[src/rtl/fetch_unit.sv]
// Fetch stage: drives program_counter, reads synchronous imem, buffers up to 2 instructions for decode.
// Issue-to-valid latency 2 cycles; issue stalls while buffered + returning entries would exceed 2.
module fetch_unit #(
  parameter int                 PC_W       = 9,
  parameter int                 INSTR_W    = 9,
  parameter logic [INSTR_W-1:0] HALT_INSTR = INSTR_W'(9'h1FF)
) (
  input  logic               clk,
  input  logic               reset,
  input  logic               start,
  input  logic [PC_W-1:0]    pc,
  output logic [PC_W-1:0]    pc_next,
  output logic               pc_write,
  output logic [PC_W-1:0]    imem_addr,
  output logic               imem_en,
  input  logic [INSTR_W-1:0] imem_rdata,
  input  logic               branch_taken,
  input  logic [PC_W-1:0]    branch_target,
  output logic [INSTR_W-1:0] instr,
  output logic [PC_W-1:0]    instr_pc,
  output logic               instr_valid,
  input  logic               instr_ready,
  output logic               done
);

  typedef enum logic [1:0] {IDLE, FETCH, DRAIN, HALT} state_t;

  typedef struct packed {
    logic [INSTR_W-1:0] instr;
    logic [PC_W-1:0]    pc;
  } entry_t;

  state_t          state_q, state_d;
  entry_t          head_q, head_d, tail_q, tail_d;
  logic [1:0]      cnt_q, cnt_d;
  logic            inflight_q, inflight_d;
  logic [PC_W-1:0] tag_q, tag_d;
  logic            done_q, done_d;

  logic       pop, push, redirect, halt_ret, issue;
  logic [2:0] occ;
  entry_t     resp;

  assign resp     = {imem_rdata, tag_q};
  assign pop      = (cnt_q != 2'd0) && instr_ready;
  assign redirect = branch_taken && ((state_q == FETCH) || (state_q == DRAIN));
  // A response returning in a redirect cycle belongs to the old path and is dropped.
  assign push     = inflight_q && !redirect;
  assign halt_ret = push && (imem_rdata == HALT_INSTR);
  assign occ      = {1'b0, cnt_q} - {2'b0, pop} + {2'b0, inflight_q};
  assign issue    = (state_q == FETCH) && !redirect && !halt_ret && (occ < 3'd2);

  always_comb begin
    state_d    = state_q;
    head_d     = head_q;
    tail_d     = tail_q;
    cnt_d      = cnt_q;
    inflight_d = issue;
    tag_d      = tag_q;
    done_d     = done_q;
    pc_next    = pc;
    pc_write   = 1'b0;
    imem_en    = 1'b0;

    if (issue) begin
      imem_en  = 1'b1;
      pc_write = 1'b1;
      pc_next  = pc + PC_W'(1);
      tag_d    = pc;
    end
    if (redirect) begin
      pc_write = 1'b1;
      pc_next  = branch_target;
    end

    if (pop) begin
      head_d = tail_q;
      cnt_d  = cnt_q - 2'd1;
    end
    if (push) begin
      // Slot written is the first one left free after this cycle's pop.
      if (cnt_q == {1'b0, pop}) head_d = resp;
      else                      tail_d = resp;
      cnt_d = cnt_d + 2'd1;
    end
    if (redirect) cnt_d = 2'd0;

    case (state_q)
      IDLE:  if (start) state_d = FETCH;
      FETCH: if (halt_ret) state_d = DRAIN;
      DRAIN: begin
        if (redirect) begin
          state_d = FETCH;
        end else if (pop && (head_q.instr == HALT_INSTR)) begin
          state_d = HALT;
          done_d  = 1'b1;
        end
      end
      default: ;
    endcase
  end

  always_ff @(posedge clk or negedge reset) begin
    if (!reset) begin
      state_q    <= IDLE;
      head_q     <= '0;
      tail_q     <= '0;
      cnt_q      <= 2'd0;
      inflight_q <= 1'b0;
      tag_q      <= '0;
      done_q     <= 1'b0;
    end else begin
      state_q    <= state_d;
      head_q     <= head_d;
      tail_q     <= tail_d;
      cnt_q      <= cnt_d;
      inflight_q <= inflight_d;
      tag_q      <= tag_d;
      done_q     <= done_d;
    end
  end

  assign imem_addr   = pc;
  assign instr       = head_q.instr;
  assign instr_pc    = head_q.pc;
  assign instr_valid = (cnt_q != 2'd0);
  assign done        = done_q;

endmodule
[config.mk]
export PLATFORM = sky130hd
export DESIGN_NAME = fetch_unit
export DESIGN_NICKNAME = d
export VERILOG_FILES = /design/src/rtl/fetch_unit.sv
export SDC_FILE = /design/constraint.sdc
export NUM_CORES = 1
export LEC_CHECK = 0
export CAP_MARGIN = 10
export CORE_UTILIZATION = 25
export DETAILED_ROUTE_END_ITERATION = 8
export GPL_TIMING_DRIVEN = 0
export PLACE_DENSITY = 0.57
export SLEW_MARGIN = 5
export SYNTH_ARGS = -nofsm -noshare
export SYNTH_HDL_FRONTEND = slang
export SYNTH_SLANG_ARGS = --single-unit
[constraint.sdc]
create_clock -name clk -period 3.7 [get_ports clk]
set_input_delay 0.74 -clock clk [delete_from_list [all_inputs] [get_ports clk]]
set_output_delay 0.74 -clock clk [all_outputs]
set_load 0.03 [all_outputs]
==> results of run 1 <==
[placed cells by master, fill, tap and decap left out, types with 3 or more instances in the layout]
cell type / netlist / layout
nand2_1: 62 / 61
o31ai_1: 6 / 4
dfrtp_1: 51 / 51
inv_1: 7 / 5
and2_1: 3 / 3
o21ai_0: 3 / 3
nor2_1: 8 / 8
clkbuf_1: 4 / 3
nand4_1: 4 / 4
buf_4: 10 / 33
buf_2: 3 / 6
buf_6: 0 / 7
nand3_1: 7 / 6
or4_4: 0 / 6
clkdlybuf4s50_1: 0 / 58
ha_1: 7 / 5
a31oi_4: 0 / 6
nor3_1: 4 / 4
mux2_2: 36 / 36
mux2_4: 9 / 9
clkbuf_16: 0 / 5
[worst max-delay path by stage]
stage / slack, ns / endpoint / start / cells after the start
4_1_cts: -0.29 / pc_next[7] / cnt_q[1] / 13
3_5_place_dp: -1.40 / pc_next[7] / instr_ready / 12
6_report: -0.29 / pc_next[3] / instr_ready / 12
2_1_floorplan: -0.13 / pc_next[7] / cnt_q[1] / 13
3_3_place_gp: -1.38 / pc_next[7] / instr_ready / 12
5_1_grt: -0.36 / pc_next[7] / cnt_q[1] / 12
[per-stage QoR]
stage	utilization (%)	TNS, ns	hold WS [ns]
final	38.9	-1.88	0.465
after global routing	38.9	-2.57	0.499
after CTS	38.0	-1.79	0.486
after detailed placement	35.9	-12.53	0.475
after global placement	35.7	-12.44	0.474
after floorplan	-	-0.271	0.444
[cell type report]
class | instances | area, µm² | share of cell area [%]
multi-input combinational | 192 | 1630 | 38.0
timing repair buffer | 94 | 892 | 20.9
clock inverter | 1 | 5.00 | 0.117
clock buffer | 6 | 139 | 3.25
inverter | 9 | 56.3 | 1.32
buffer | 17 | 105 | 2.46
sequential | 51 | 1280 | 29.9
tap | 140 | 175 | 4.10
[worst max-delay path, stage by stage]
cell             delay [ns]
clkdlybuf4s15_1        0.23
nand2b_4               0.13
inv_8                  0.04
ha_4                   0.20
nand2b_4               0.13
fa_2                   0.52
nor2b_4                0.19
buf_4                  0.15
nand2_4                0.07
or4_4                  0.51
a31oi_4                0.19
buf_6                  0.15
[timing repair]
item	in CTS	in global routing
pin swaps	6	4
buffers inserted	11	11
gates resized for setup	76	13
hold buffers	0	0
setup endpoints to repair	11	11
[kinds of logic after synthesis]
group                      synth area share (%)
DFF                                        44.7
AOI/OAI and AO/OA                          8.33
muxes                                      19.6
buffers and inverters                      5.26
and+or+nand+nor                            17.4
xor gates and xnor gates                  0.877
adders and majority gates                  3.77
[registers in the layout (all words and copies together) (netlist names)]
name and flops:
cnt_q 2, done 1, inflight_q 1, instr 9, instr_pc 9, state_q 2
tag_q 9, tail_q 18
[cell usage after synthesis, types with 2 or more instances]
| cell | instances | share of area, % |
|---|---|---|
| a21oi_1 | 2 | 0.35 |
| a31oi_1 | 6 | 1.3 |
| and2_1 | 3 | 0.66 |
| buf_2 | 3 | 0.53 |
| buf_4 | 10 | 2.6 |
| clkbuf_1 | 4 | 0.53 |
| dfrtp_1 | 51 | 45 |
| ha_1 | 7 | 3.1 |
| inv_1 | 7 | 0.92 |
| mux2_2 | 36 | 14 |
| mux2_4 | 9 | 4.7 |
| mux2i_1 | 2 | 0.70 |
| nand2_1 | 62 | 8.2 |
| nand2b_1 | 3 | 0.66 |
| nand3_1 | 7 | 1.2 |
| nand4_1 | 4 | 0.88 |
| nor2_1 | 8 | 1.1 |
| nor2b_1 | 2 | 0.44 |
| nor3_1 | 4 | 0.70 |
| o211ai_1 | 2 | 0.53 |
| o21ai_0 | 3 | 0.53 |
| o31ai_1 | 6 | 1.6 |
| or4_1 | 6 | 1.6 |
[layer usage]
layer	track usage (%)	part of all wire, %	up-vias
met4	4.63	1.4	0
li1	-	-	1141
met5	0	0	-
met2	22.8	50	60
met1	17.6	45	1118
met3	2.03	4.2	10
[power by group through the flow]
stage	logic [mW]	clock network [mW]	registers (mW)
6_report	2.08	0.457	0.979
5_1_grt	2.24	0.495	1.01
3_3_place_gp	1.86	0	0.983
2_1_floorplan	1.18	0	1.10
3_5_place_dp	1.89	0	0.994
4_1_cts	1.98	0.469	0.975
==> metrics.csv, run 1 <==
stage,metric,value,unit
status,status,"complete, but fails checks",
status,violations,negative setup slack,
place,dpl_cell_area,3940,µm²
drt,drt_iter0_markers,96,
synth,ys.flop_type,dfrtp_1,
floorplanning,die_w,109,µm
pwr,p_switching,1.42,mW
clocking,cts_tree,built,
synth,ys_seq_elements,51,
place,gp_congestion,0.761,
place,dp.cells,483,
grt,antenna_found_initial,0,
clocking,cts_buffers,5,
timing,fin_skew,0.00445,ns
drt,firstDrtPassIters,4,
pwr,comb_power_share,59.1,%
cells_and_area,fin_cells,510,
synth,synth_nets,311,
synth,ys_async_sr_fraction,100,%
timing,fin_crit_sh,108,%
critical_path,reg2reg_depth,15,
timing,setup_viol,9,
synth,yosys_warnings,0,
critical_path,arrival,3.25,ns
synth,yosys.cell_types.count,47,
clocking,cts_max_level,2,
pwr,intPower,2.09,mW
synth,syn_area,2860,µm²
clocking,path_clk_slew,0.06,ns
grt,grt_remaining_overflow,0,
timing,fin_crit,3.99,ns
critical_path,cp-start-kind,input pin,
floorplanning,core,11000,µm²
pwr,power,3.51,mW
flow_run,maxCapViolations,0,
critical_path,rrSetupSlack,0.56,ns
grt,track_usage,13.5,%
pwr,p_leak,1.89,nW
cells_and_area,synthToLayoutAreaGrowth,49.7,%
drt,ant_nets,0,
synth,synth-edff-count,0,
timing,fmax,0.250,GHz
drt,vias_per_cell,4.57,
drt,drt-total-wl,7720,µm
timing,timing.final.ws_setup,-0.293,ns
drt,routedWlPerCell,15.1,µm
timing,rsz0062_at_grt,true,
pwr,vdd_ir_drop_max,0.329,mV
timing,hold_viol,0,
floorplanning,rows,38,
timing,worst_pin_slew,0.859,ns
pwr,clockPowerShare,13.0,%
clocking,clockBufferDepth,2,
cells_and_area,n_fill_cell,1087,
synth,syn_inst,271,
critical_path,timing.rr.end,tag_q[8],
synth,ys_seq_area_share,44.7,%
grt,grt_pass1_wl,12400,µm
critical_path,r2r-start,cnt_q[1],
place,place_ws,-1.40,ns
cells_and_area,final_layout_size_suffix_gt1_share,35.9,%
clocking,clk_latency,0.28,ns
critical_path,critPathMaxFanout,7,
synth,syn_avg_cell_area,10.5,µm²
cells_and_area,nNetsFinal,410,
grt,grt_pass1_vias,2403,
timing,final_max_slew_viol_count,0,
pwr,power_density,822,nW/µm²
drt,vias,2329,
critical_path,worst_setup_path_end_kind,output pin,
timing,relSlewSlack,42.8,%
clocking,cts_root_buf,clkbuf_16,
place,port_buffers,71,
clocking,cts_sinks,51,
pwr,seqPwrFrac,27.9,%
cells_and_area,final_cell_area,4270,µm²
floorplanning,fp.dieArea,11900,µm²
floorplanning,start_util,26.0,%
floorplanning,dieHeight,109,µm
hold_path,hold_class,in2async,
floorplanning,ios,72,
critical_path,criticalPathCategory,in2out,
place,detailed_place_hpwl,5650,µm
pwr,p_sw_share,40.4,%
cells_and_area,antenna_cells,0,
drt,remaining_drc_errors,0,
grt,grt_max_degree,27,
critical_path,required,2.96,ns
Power figures use the tool's default switching activity.
==> run 2, diff against run 1 <==
CTS_CLUSTER_SIZE = 28   (was not set)
==> results of run 2 <==
Same layout as run 1: the final DEF is identical, and so are final timing and power.
